`config.mk`:
```
export PLATFORM = sky130hd
export DESIGN_NAME = jtkiwi_gfx_rom_flat
export DESIGN_NICKNAME = d
export VERILOG_FILES = /design/src/rtl/jtkiwi_rom_pkg.sv /design/src/rtl/jtkiwi_gfx_rom_if.sv /design/src/rtl/jtkiwi_rom_slot.sv /design/src/rtl/jtkiwi_gfx_rom.sv /design/src/flat_wrapper.sv
export SDC_FILE = /design/constraint.sdc
export NUM_CORES = 1
export LEC_CHECK = 0
export ABC_AREA = 0
export ABC_CLOCK_PERIOD_IN_PS = 2100
export CAP_MARGIN = 20
export CORE_MARGIN = 3
export CORE_UTILIZATION = 47
export CTS_CLUSTER_SIZE = 30
export DETAILED_ROUTE_END_ITERATION = 8
export MAX_ROUTING_LAYER = met4
export PLACE_DENSITY = 0.85
export SKIP_CTS_REPAIR_TIMING = 1
export SLEW_MARGIN = 20
export SYNTH_ARGS = -nofsm -noshare
export SYNTH_HDL_FRONTEND = slang
export SYNTH_SLANG_ARGS = --single-unit
export TNS_END_PERCENT = 30
```
`constraint.sdc`:
```
create_clock -name clk -period 2.1 [get_ports clk]
set_input_delay 0.315 -clock clk [delete_from_list [all_inputs] [get_ports clk]]
set_output_delay 0.315 -clock clk [all_outputs]
set_load 0.01 [all_outputs]
```
`src/rtl/jtkiwi_rom_pkg.sv`:
```
// Shared types and constants for the Kiwi graphics ROM responder.
// FSM states, slot indices and datapath widths.
package jtkiwi_rom_pkg;

  localparam int CLI_AW = 18;
  localparam int BA_AW  = 22;
  localparam int DW     = 32;

  localparam logic SLOT_SCR = 1'b0;
  localparam logic SLOT_OBJ = 1'b1;

  typedef enum logic [1:0] {
    IDLE,
    WAIT_ACK,
    WAIT_RDY
  } state_t;

endpackage

```
`src/rtl/jtkiwi_gfx_rom_if.sv`:
```
// SDRAM bank port between the ROM responder and the controller.
// master drives the request, slave answers it.
interface jtkiwi_gfx_rom_if;
  import jtkiwi_rom_pkg::*;

  logic [BA_AW-1:0] ba_addr;
  logic             ba_rd;
  logic             ba_ack;
  logic             ba_rdy;
  logic [DW-1:0]    data_read;

  modport master (
    output ba_addr, ba_rd,
    input  ba_ack, ba_rdy, data_read
  );

  modport slave (
    input  ba_addr, ba_rd,
    output ba_ack, ba_rdy, data_read
  );
endinterface

```
`src/rtl/jtkiwi_rom_slot.sv`:
```
// One-entry tag/data cache for a single ROM client.
// Also maps the client word address into the bank.
module jtkiwi_rom_slot
  import jtkiwi_rom_pkg::*;
#(
  parameter logic [BA_AW-1:0] OFFSET = '0
) (
  input  logic              clk,
  input  logic              rst,
  input  logic              cs,
  input  logic [CLI_AW-1:0] addr,
  input  logic              load,
  input  logic [CLI_AW-1:0] tag_in,
  input  logic [DW-1:0]     data_in,
  output logic              ok,
  output logic              pending,
  output logic [DW-1:0]     data,
  output logic [BA_AW-1:0]  ba_addr
);

  logic              valid;
  logic [CLI_AW-1:0] tag;

  always_ff @(posedge clk) begin
    if (rst) begin
      valid <= 1'b0;
      tag   <= '0;
      data  <= '0;
    end else if (load) begin
      valid <= 1'b1;
      tag   <= tag_in;
      data  <= data_in;
    end
  end

  assign ok      = cs & valid & (tag == addr);
  assign pending = cs & ~ok;
  // 32-bit word to 16-bit word, wrapping in the bank
  assign ba_addr = BA_AW'({addr, 1'b0}) + OFFSET;

endmodule

```
`src/rtl/jtkiwi_gfx_rom.sv`:
```
// Graphics ROM responder: two cached clients sharing one bank port.
// Misses are granted round-robin, one transaction at a time.
module jtkiwi_gfx_rom
  import jtkiwi_rom_pkg::*;
#(
  parameter logic [BA_AW-1:0] SCR_OFFSET = 22'h00_0000,
  parameter logic [BA_AW-1:0] OBJ_OFFSET = 22'h10_0000
) (
  input  logic              clk,
  input  logic              rst,
  input  logic [19:2]       scr_addr,
  input  logic              scr_cs,
  output logic [DW-1:0]     scr_data,
  output logic              scr_ok,
  input  logic [19:2]       obj_addr,
  input  logic              obj_cs,
  output logic [DW-1:0]     obj_data,
  output logic              obj_ok,
  jtkiwi_gfx_rom_if.master  ba
);

  state_t            state, state_nx;
  logic              last, last_nx;
  logic              owner, owner_nx;
  logic [CLI_AW-1:0] req_tag, tag_nx;
  logic [BA_AW-1:0]  addr_r, addr_nx;
  logic              rd_r, rd_nx;
  logic              fill, gnt_obj;
  logic              scr_pend, obj_pend;
  logic [BA_AW-1:0]  scr_ba, obj_ba;

  jtkiwi_rom_slot #(.OFFSET(SCR_OFFSET)) u_scr (
    .clk     (clk),
    .rst     (rst),
    .cs      (scr_cs),
    .addr    (scr_addr),
    .load    (fill & (owner == SLOT_SCR)),
    .tag_in  (req_tag),
    .data_in (ba.data_read),
    .ok      (scr_ok),
    .pending (scr_pend),
    .data    (scr_data),
    .ba_addr (scr_ba)
  );

  jtkiwi_rom_slot #(.OFFSET(OBJ_OFFSET)) u_obj (
    .clk     (clk),
    .rst     (rst),
    .cs      (obj_cs),
    .addr    (obj_addr),
    .load    (fill & (owner == SLOT_OBJ)),
    .tag_in  (req_tag),
    .data_in (ba.data_read),
    .ok      (obj_ok),
    .pending (obj_pend),
    .data    (obj_data),
    .ba_addr (obj_ba)
  );

  // on a tie, obj wins only if scr was served last
  assign gnt_obj = obj_pend & (~scr_pend | (last == SLOT_SCR));

  always_comb begin
    state_nx = state;
    last_nx  = last;
    owner_nx = owner;
    tag_nx   = req_tag;
    addr_nx  = addr_r;
    rd_nx    = rd_r;
    fill     = 1'b0;
    unique case (state)
      IDLE: begin
        if (scr_pend | obj_pend) begin
          owner_nx = gnt_obj ? SLOT_OBJ : SLOT_SCR;
          tag_nx   = gnt_obj ? obj_addr : scr_addr;
          addr_nx  = gnt_obj ? obj_ba : scr_ba;
          rd_nx    = 1'b1;
          state_nx = WAIT_ACK;
        end
      end
      WAIT_ACK: begin
        if (ba.ba_ack) begin
          rd_nx = 1'b0;
          if (ba.ba_rdy) begin
            fill     = 1'b1;
            last_nx  = owner;
            state_nx = IDLE;
          end else begin
            state_nx = WAIT_RDY;
          end
        end
      end
      WAIT_RDY: begin
        if (ba.ba_rdy) begin
          fill     = 1'b1;
          last_nx  = owner;
          state_nx = IDLE;
        end
      end
      default: state_nx = IDLE;
    endcase
  end

  always_ff @(posedge clk) begin
    if (rst) begin
      state   <= IDLE;
      last    <= SLOT_OBJ;
      owner   <= SLOT_SCR;
      req_tag <= '0;
      addr_r  <= '0;
      rd_r    <= 1'b0;
    end else begin
      state   <= state_nx;
      last    <= last_nx;
      owner   <= owner_nx;
      req_tag <= tag_nx;
      addr_r  <= addr_nx;
      rd_r    <= rd_nx;
    end
  end

  assign ba.ba_addr = addr_r;
  assign ba.ba_rd   = rd_r;

endmodule

```
`src/flat_wrapper.sv`:
```
// flat-port wrapper written by rule: the top's interface ports become plain ports
module jtkiwi_gfx_rom_flat import jtkiwi_rom_pkg::*;
#(
  parameter logic [BA_AW-1:0] SCR_OFFSET = 22'h00_0000,
  parameter logic [BA_AW-1:0] OBJ_OFFSET = 22'h10_0000
)
  (clk, rst, scr_addr, scr_cs, scr_data, scr_ok, obj_addr, obj_cs, obj_data, obj_ok, ba_ba_addr, ba_ba_rd, ba_ba_ack, ba_ba_rdy, ba_data_read);
  jtkiwi_gfx_rom_if ba_i ();
  input  logic clk;
  input  logic rst;
  input  logic [19:2] scr_addr;
  input  logic scr_cs;
  output logic [DW-1:0] scr_data;
  output logic scr_ok;
  input  logic [19:2] obj_addr;
  input  logic obj_cs;
  output logic [DW-1:0] obj_data;
  output logic obj_ok;
  output wire logic [$bits(ba_i.ba_addr)-1:0] ba_ba_addr;
  output wire logic [$bits(ba_i.ba_rd)-1:0] ba_ba_rd;
  input wire logic [$bits(ba_i.ba_ack)-1:0] ba_ba_ack;
  input wire logic [$bits(ba_i.ba_rdy)-1:0] ba_ba_rdy;
  input wire logic [$bits(ba_i.data_read)-1:0] ba_data_read;
  assign ba_ba_addr = ba_i.ba_addr;
  assign ba_ba_rd = ba_i.ba_rd;
  assign ba_i.ba_ack = ba_ba_ack;
  assign ba_i.ba_rdy = ba_ba_rdy;
  assign ba_i.data_read = ba_data_read;
  jtkiwi_gfx_rom #(.SCR_OFFSET(SCR_OFFSET), .OBJ_OFFSET(OBJ_OFFSET)) u_core (.clk(clk), .rst(rst), .scr_addr(scr_addr), .scr_cs(scr_cs), .scr_data(scr_data), .scr_ok(scr_ok), .obj_addr(obj_addr), .obj_cs(obj_cs), .obj_data(obj_data), .obj_ok(obj_ok), .ba(ba_i));
endmodule
```
==> results of run 1 <==
worst max path at each step:
stage                    startpoint  slack [ns]            endpoint
2_1_floorplan  u_core.u_scr.tag[14]        0.26  u_core.req_tag[10]
3_3_place_gp           scr_addr[19]       -0.54              scr_ok
3_5_place_dp           scr_addr[19]       -0.55              scr_ok
4_1_cts        u_core.u_scr.tag[17]       -0.68              scr_ok
5_1_grt        u_core.u_obj.tag[17]       -0.23   u_core.req_tag[9]
6_report               obj_addr[19]       -0.17   u_core.req_tag[9]
worst register-to-register path, stage by stage (launching register included):
cell      delay, ns
dfxtp_1        0.34
xor2_2         0.21
nor4_4         0.33
nand4_2        0.19
buf_4          0.19
o211a_2        0.38
o21ai_0        0.30
a311oi_1       0.16
kinds of logic after synthesis:
| kind of cell | Yosys count | synth area share |
|---|---|---|
| buffers and inverters | 55 | 0.0468 |
| AO/OA/AOI/OAI | 154 | 0.173 |
| XOR/XNOR | 36 | 0.0602 |
| other | 1 | 0.000716 |
| adder cells (fa/ha/maj) | 3 | 0.00717 |
| flip-flops | 125 | 0.478 |
| AND/OR/NAND/NOR | 288 | 0.234 |
flip-flops by register name, indices dropped and copies added (netlist names):
signal and count:
u_core.ba.ba_addr 2, u_core.ba.ba_rd 1, u_core.last 1, u_core.req_tag 17, u_core.state 2, u_core.u_obj.data 32, u_core.u_obj.tag 18, u_core.u_obj.valid 1
u_core.u_scr.data 32, u_core.u_scr.tag 18, u_core.u_scr.valid 1
cell usage after synthesis (all sizes together) (2+ instances only):
cell type	instances	area [um^2]
nand4	3	25.0
clkbuf	41	155
or3	4	25.0
nor3	22	110
a311oi	18	158
inv	5	18.8
o21ai	21	113
nand2	209	785
ha	3	37.5
nor2	9	33.8
dfxtp	125	2500
buf	9	71.3
a21oi	106	542
xor2	36	315
nor4	16	106
and4	2	17.5
nand3	19	95.1
layout make-up:
class                           count  area, um^2  area share
Tap cell                          136         170      0.0217
Timing Repair Buffer              203        2020       0.257
Sequential cell                   125        2510       0.319
Inverter                            5        18.8     0.00239
Clock buffer                       18         418      0.0532
Clock inverter                     14         134      0.0170
Multi-Input combinational cell    484        2590       0.329
per-layer routing:
metal	track usage	up-vias	share of wire
met5	-	-	0
met4	0.131	0	0.039
met3	0.0679	76	0.088
met2	0.461	359	0.50
met1	0.318	2666	0.37
li1	-	2595	-
report_power, final:
group	switching (uW)	total, uW	internal (uW)
registers	94.9	2540	2450
logic	438	852	414
clock network	1120	2710	1590
total	1660	6110	4450
stage by stage:
step | instance area [um^2] | hold slack, ns | TNS, ns | power (uW) | std cells
6_report | 7860 | 0.272 | -1.77 | 6110 | 985
4_1_cts | 7660 | 0.255 | -2.87 | 6060 | 978
2_1_floorplan | 5240 | 0.440 | 0 | 2900 | 664
3_5_place_dp | 7110 | 0.445 | -11.68 | 3350 | 946
3_3_place_gp | 7110 | 0.442 | -10.29 | 3330 | 946
5_1_grt | 7860 | 0.291 | -2.43 | 6300 | 985
==> results.sh, run 1 <==
export IMPL_num_vias=5696
export IMPL_drive_gt1_frac=0.124
export IMPL_synth_seq_area_share=0.478
export IMPL_avgSynthCellArea_um2=7.91
export IMPL_drcViolationCount=0
export IMPL_ff2ff_setup_slack_ns=-0.16
export IMPL_die_w_um=112
export IMPL_dieArea_um2=12400
export IMPL_max_freq_ghz=0.441
export IMPL_wl_per_cell_um=18.9
export IMPL_htree_num_levels=4
export IMPL_firstDrtPassIters=6
export IMPL_finClkSkew_ns=0.00798
export IMPL_diodes=0
export IMPL_crit_buf_inv=4
export IMPL_layout_common_cells="nand2_1 (209), clkdlybuf4s50_1 (156), dfxtp_1 (122)"
export IMPL_pre_cts_slack_ns=-0.551
export IMPL_synth_cells=662
export IMPL_rsz0062_at_grt="yes"
export IMPL_hpwlAfterDp_um=12000
export IMPL_syn_to_final_growth_pct=50.1
export IMPL_start_util=0.496
export IMPL_cp_slowest_cell="clkdlybuf4s50_1"
export IMPL_hold_path_class="in -> reg"
export IMPL_cts_tree="done"
export IMPL_worstSetupPathType="in -> reg"
export IMPL_cp_top_family="buffers and inverters"
export IMPL_rows=37
export IMPL_cp_arrival_ns=2.67
export IMPL_syn_area_um2=5240
export IMPL_n_fill_cell=758
export IMPL_ioPinCount=163
export IMPL_path_cells="clkdlybuf4s50_1 > xor2_1 > nor4_2 > nand4_1 > buf_4 > o21ai_4 > buf_12 > clkbuf_16 > o21ai_0 > a311oi_1"
export IMPL_power_density_nw_per_um2=778
export IMPL_r2r_end="u_core.req_tag[9]"
export IMPL_hold_viol_final=0
export IMPL_core_area_um2=10600
export IMPL_cts_buffers=17
export IMPL_worst_slack_ns=-0.169
export IMPL_clkLatencyLatePin_ns=0.51
export IMPL_final_common_cell="nand2_1"
export IMPL_synth_edff_count=0
export IMPL_die_y_um=112
export IMPL_cp_num_cells=10
export IMPL_finalCriticalPeriod_ns=2.27
export IMPL_grt_overflow=0
export IMPL_ys_types=40
export IMPL_ctsLongestPathBuffers=2
export IMPL_slew_headroom=0.557
export IMPL_start_kind="primary input"
export IMPL_synth_seq_cells=125
export IMPL_wl_um=18600
export IMPL_clockRootBuffer="clkbuf_8"
export IMPL_grt_max_degree=80
export IMPL_r2r_cells=7
export IMPL_nNetsFinal=913
export IMPL_min_path_cells=2
export IMPL_max_vdd_ir_drop_mv=0.548
export IMPL_finalCritPeriodShare=1.08
export IMPL_violations="negative setup slack"
export IMPL_numClockSinks=125
export IMPL_grt_usage=0.279
export IMPL_fin_util=0.744
export IMPL_drv_slew=0
export IMPL_port_buffers=159
export IMPL_cp_required_ns=2.50
export IMPL_drt_iter0_drc=820
export IMPL_worstMarginPinSlew_ns=0.663
export IMPL_synth_ff_type="dfxtp_1"
export IMPL_worst_path_largest_cell_delay_ns=0.51
export IMPL_min_from="rst"
export IMPL_setup_viol=21
export IMPL_grt_pass1_wl_um=27000
export IMPL_antenna_found_initial=0
export IMPL_clk_pin_slew_ns=0.06
export IMPL_status="finished with violations"
export IMPL_vias_per_cell=5.78
export IMPL_rr_startpoint="u_core.u_scr.tag[0]"
export IMPL_critPathCaptureType="flip-flop"
export IMPL_maxCapViolations=0
export IMPL_grt_pass1_vias=5359
export IMPL_power_leakage_uw=0.00279
export IMPL_ys_warn_count=0
export IMPL_whs_endpoint="u_core.u_obj.data[23]"
export IMPL_detail_route_antenna_nets=0
export IMPL_cp_max_fo=5
export IMPL_synthArstFlopShare=0
export IMPL_place_gp_congestion=0.927
Note: power is estimated with default switching activity, not from simulation.
==> run 2: changes to the inputs <==
GPL_TIMING_DRIVEN = 1   (was not set)
==> results of run 2 <==
No change in the layout: final DEF, timing and power equal those of run 1.
==> run 3: changes to the inputs <==
CORE_MARGIN = 1   (was 3)
CTS_CLUSTER_DIAMETER = 50   (was not set)
==> results.sh, run 3 (synthesized netlist as in run 1, its figures left out) <==
export IMPL_status="finished with violations"
export IMPL_violations="negative setup slack"
export IMPL_worstSetupEndpoint="u_core.req_tag[11]"
export IMPL_fin_util=0.738
export IMPL_grt_pass1_wl_um=26000
export IMPL_wl_per_cell_um=18.6
export IMPL_biggestRegsByFlops="u_core.u_obj.data x32, u_core.u_scr.data x32"
export IMPL_layout_common_cells="nand2_1 (209), clkdlybuf4s50_1 (156), dfxtp_1 (122)"
export IMPL_drive_gt1_frac=0.149
export IMPL_power_density_nw_per_um2=774
export IMPL_place_gp_congestion=0.951
export IMPL_crit_buf_inv=3
export IMPL_grt_overflow=0
export IMPL_hold_viol_final=0
export IMPL_die_w_um=108
export IMPL_grt_max_degree=65
export IMPL_pre_cts_slack_ns=-0.523
export IMPL_drt_iter0_drc=592
export IMPL_worstMarginPinSlew_ns=0.667
export IMPL_cp_top_family="compound AO/OA/AOI/OAI gates"
export IMPL_syn_to_final_growth_pct=52.8
export IMPL_cp_slowest_cell="nor4_2"
export IMPL_ff2ff_setup_slack_ns=-0.27
export IMPL_crit_top_cell="buf_6"
export IMPL_start_kind="flip-flop"
export IMPL_cts_buffers=17
export IMPL_finalCriticalPeriod_ns=2.37
export IMPL_finClkSkew_ns=0.00918
export IMPL_r2r_cells=9
export IMPL_grt_pass1_vias=5460
export IMPL_worstSetupPathType="reg -> reg"
export IMPL_drv_slew=0
export IMPL_firstDrtPassIters=5
export IMPL_grt_usage=0.301
export IMPL_finalCritPeriodShare=1.13
export IMPL_start_util=0.483
export IMPL_setup_viol=23
export IMPL_hold_ws_ns=0.202
export IMPL_startpoint="u_core.u_scr.tag[6]"
export IMPL_r2r_end="u_core.req_tag[11]"
export IMPL_ioPinCount=163
export IMPL_place_area_um2=7140
export IMPL_cp_required_ns=2.53
export IMPL_clk_pin_slew_ns=0.06
export IMPL_drcViolationCount=0
export IMPL_fin_tns_setup_ns=-3.60
export IMPL_critPathCaptureType="flip-flop"
export IMPL_antenna_found_initial=0
export IMPL_comb_power_share=0.145
export IMPL_core_area_um2=10800
export IMPL_vias_per_cell=5.83
export IMPL_path_cells="xor2_2 > nor4_2 > nand4_2 > buf_6 > buf_6 > o211ai_4 > clkbuf_16 > nand3_1 > a311oi_1"
export IMPL_dieArea_um2=11600
export IMPL_cp_max_fo=5
export IMPL_htree_num_levels=4
export IMPL_power_share_clock=0.445
export IMPL_rsz0062_at_grt="yes"
export IMPL_wl_um=18400
export IMPL_port_buffers=159
export IMPL_rr_startpoint="u_core.u_scr.tag[6]"
export IMPL_internal_power_uw=4610
export IMPL_cts_tree="done"
export IMPL_clkLatencyLatePin_ns=0.53
export IMPL_numClockSinks=125
export IMPL_hpwlAfterDp_um=11600
export IMPL_switching_power_uw=1580
export IMPL_hold_path_class="in -> reg"
export IMPL_max_freq_ghz=0.422
export IMPL_seqPwrFrac=0.411
export IMPL_cp_num_cells=9
export IMPL_min_path_cells=2
export IMPL_rows=38
export IMPL_nNetsFinal=919
export IMPL_detail_route_antenna_nets=0
export IMPL_max_vdd_ir_drop_mv=0.470
export IMPL_num_vias=5793
export IMPL_final_common_cell="nand2_1"
export IMPL_maxCapViolations=0
export IMPL_diodes=0
export IMPL_worst_path_largest_cell_delay_ns=0.36
export IMPL_power_leakage_uw=0.00284
export IMPL_clockRootBuffer="clkbuf_8"
export IMPL_switching_share=0.255
export IMPL_worst_slack_ns=-0.268
export IMPL_die_y_um=108
export IMPL_final_cell_area_um2=8000
export IMPL_ctsLongestPathBuffers=2
export IMPL_cp_arrival_ns=2.80
export IMPL_slew_headroom=0.554
==> run 3: how the worst min path moves through the flow <==
stage | from | to | slack [ns]
3_3_place_gp | u_core.u_obj.data[4] | u_core.u_obj.data[4] | 0.44
5_1_grt | rst | u_core.u_obj.valid | 0.20
6_report | rst | u_core.u_obj.valid | 0.20
3_5_place_dp | u_core.u_scr.data[17] | u_core.u_scr.data[17] | 0.45
4_1_cts | rst | u_core.u_obj.valid | 0.18
2_1_floorplan | u_core.u_obj.valid | u_core.u_obj.valid | 0.44
==> run 3: area by class of cell <==
type / instances / area (um^2)
Timing Repair Buffer: 209 / 2040
Inverter: 5 / 18.8
Fill cell: 735 / 2840
Clock buffer: 23 / 457
Clock inverter: 7 / 90.1
Tap cell: 140 / 175
Multi-Input combinational cell: 484 / 2710
Sequential cell: 125 / 2510
==> run 3: power by group through the flow <==
stage / Clock [uW] / Sequential (uW) / Combinational [uW]
2_1_floorplan: 0 / 2590 / 318
3_3_place_gp: 0 / 2580 / 750
3_5_place_dp: 0 / 2580 / 768
4_1_cts: 2750 / 2530 / 778
5_1_grt: 2880 / 2540 / 940
6_report: 2750 / 2540 / 898
==> run 3: metal layers <==
metal	vias to the layer above	GRT usage	part of all wire
met3	90	0.0648	0.089
met2	390	0.489	0.49
met4	0	0.171	0.049
met5	-	-	0
met1	2712	0.343	0.38
li1	2601	-	-
==> run 3: per-stage QoR <==
step / instances / total power (uW)
floorplan: 664 / 2900
global placement: 955 / 3330
detailed placement: 955 / 3350
CTS: 985 / 6060
global route: 993 / 6360
finish: 993 / 6190
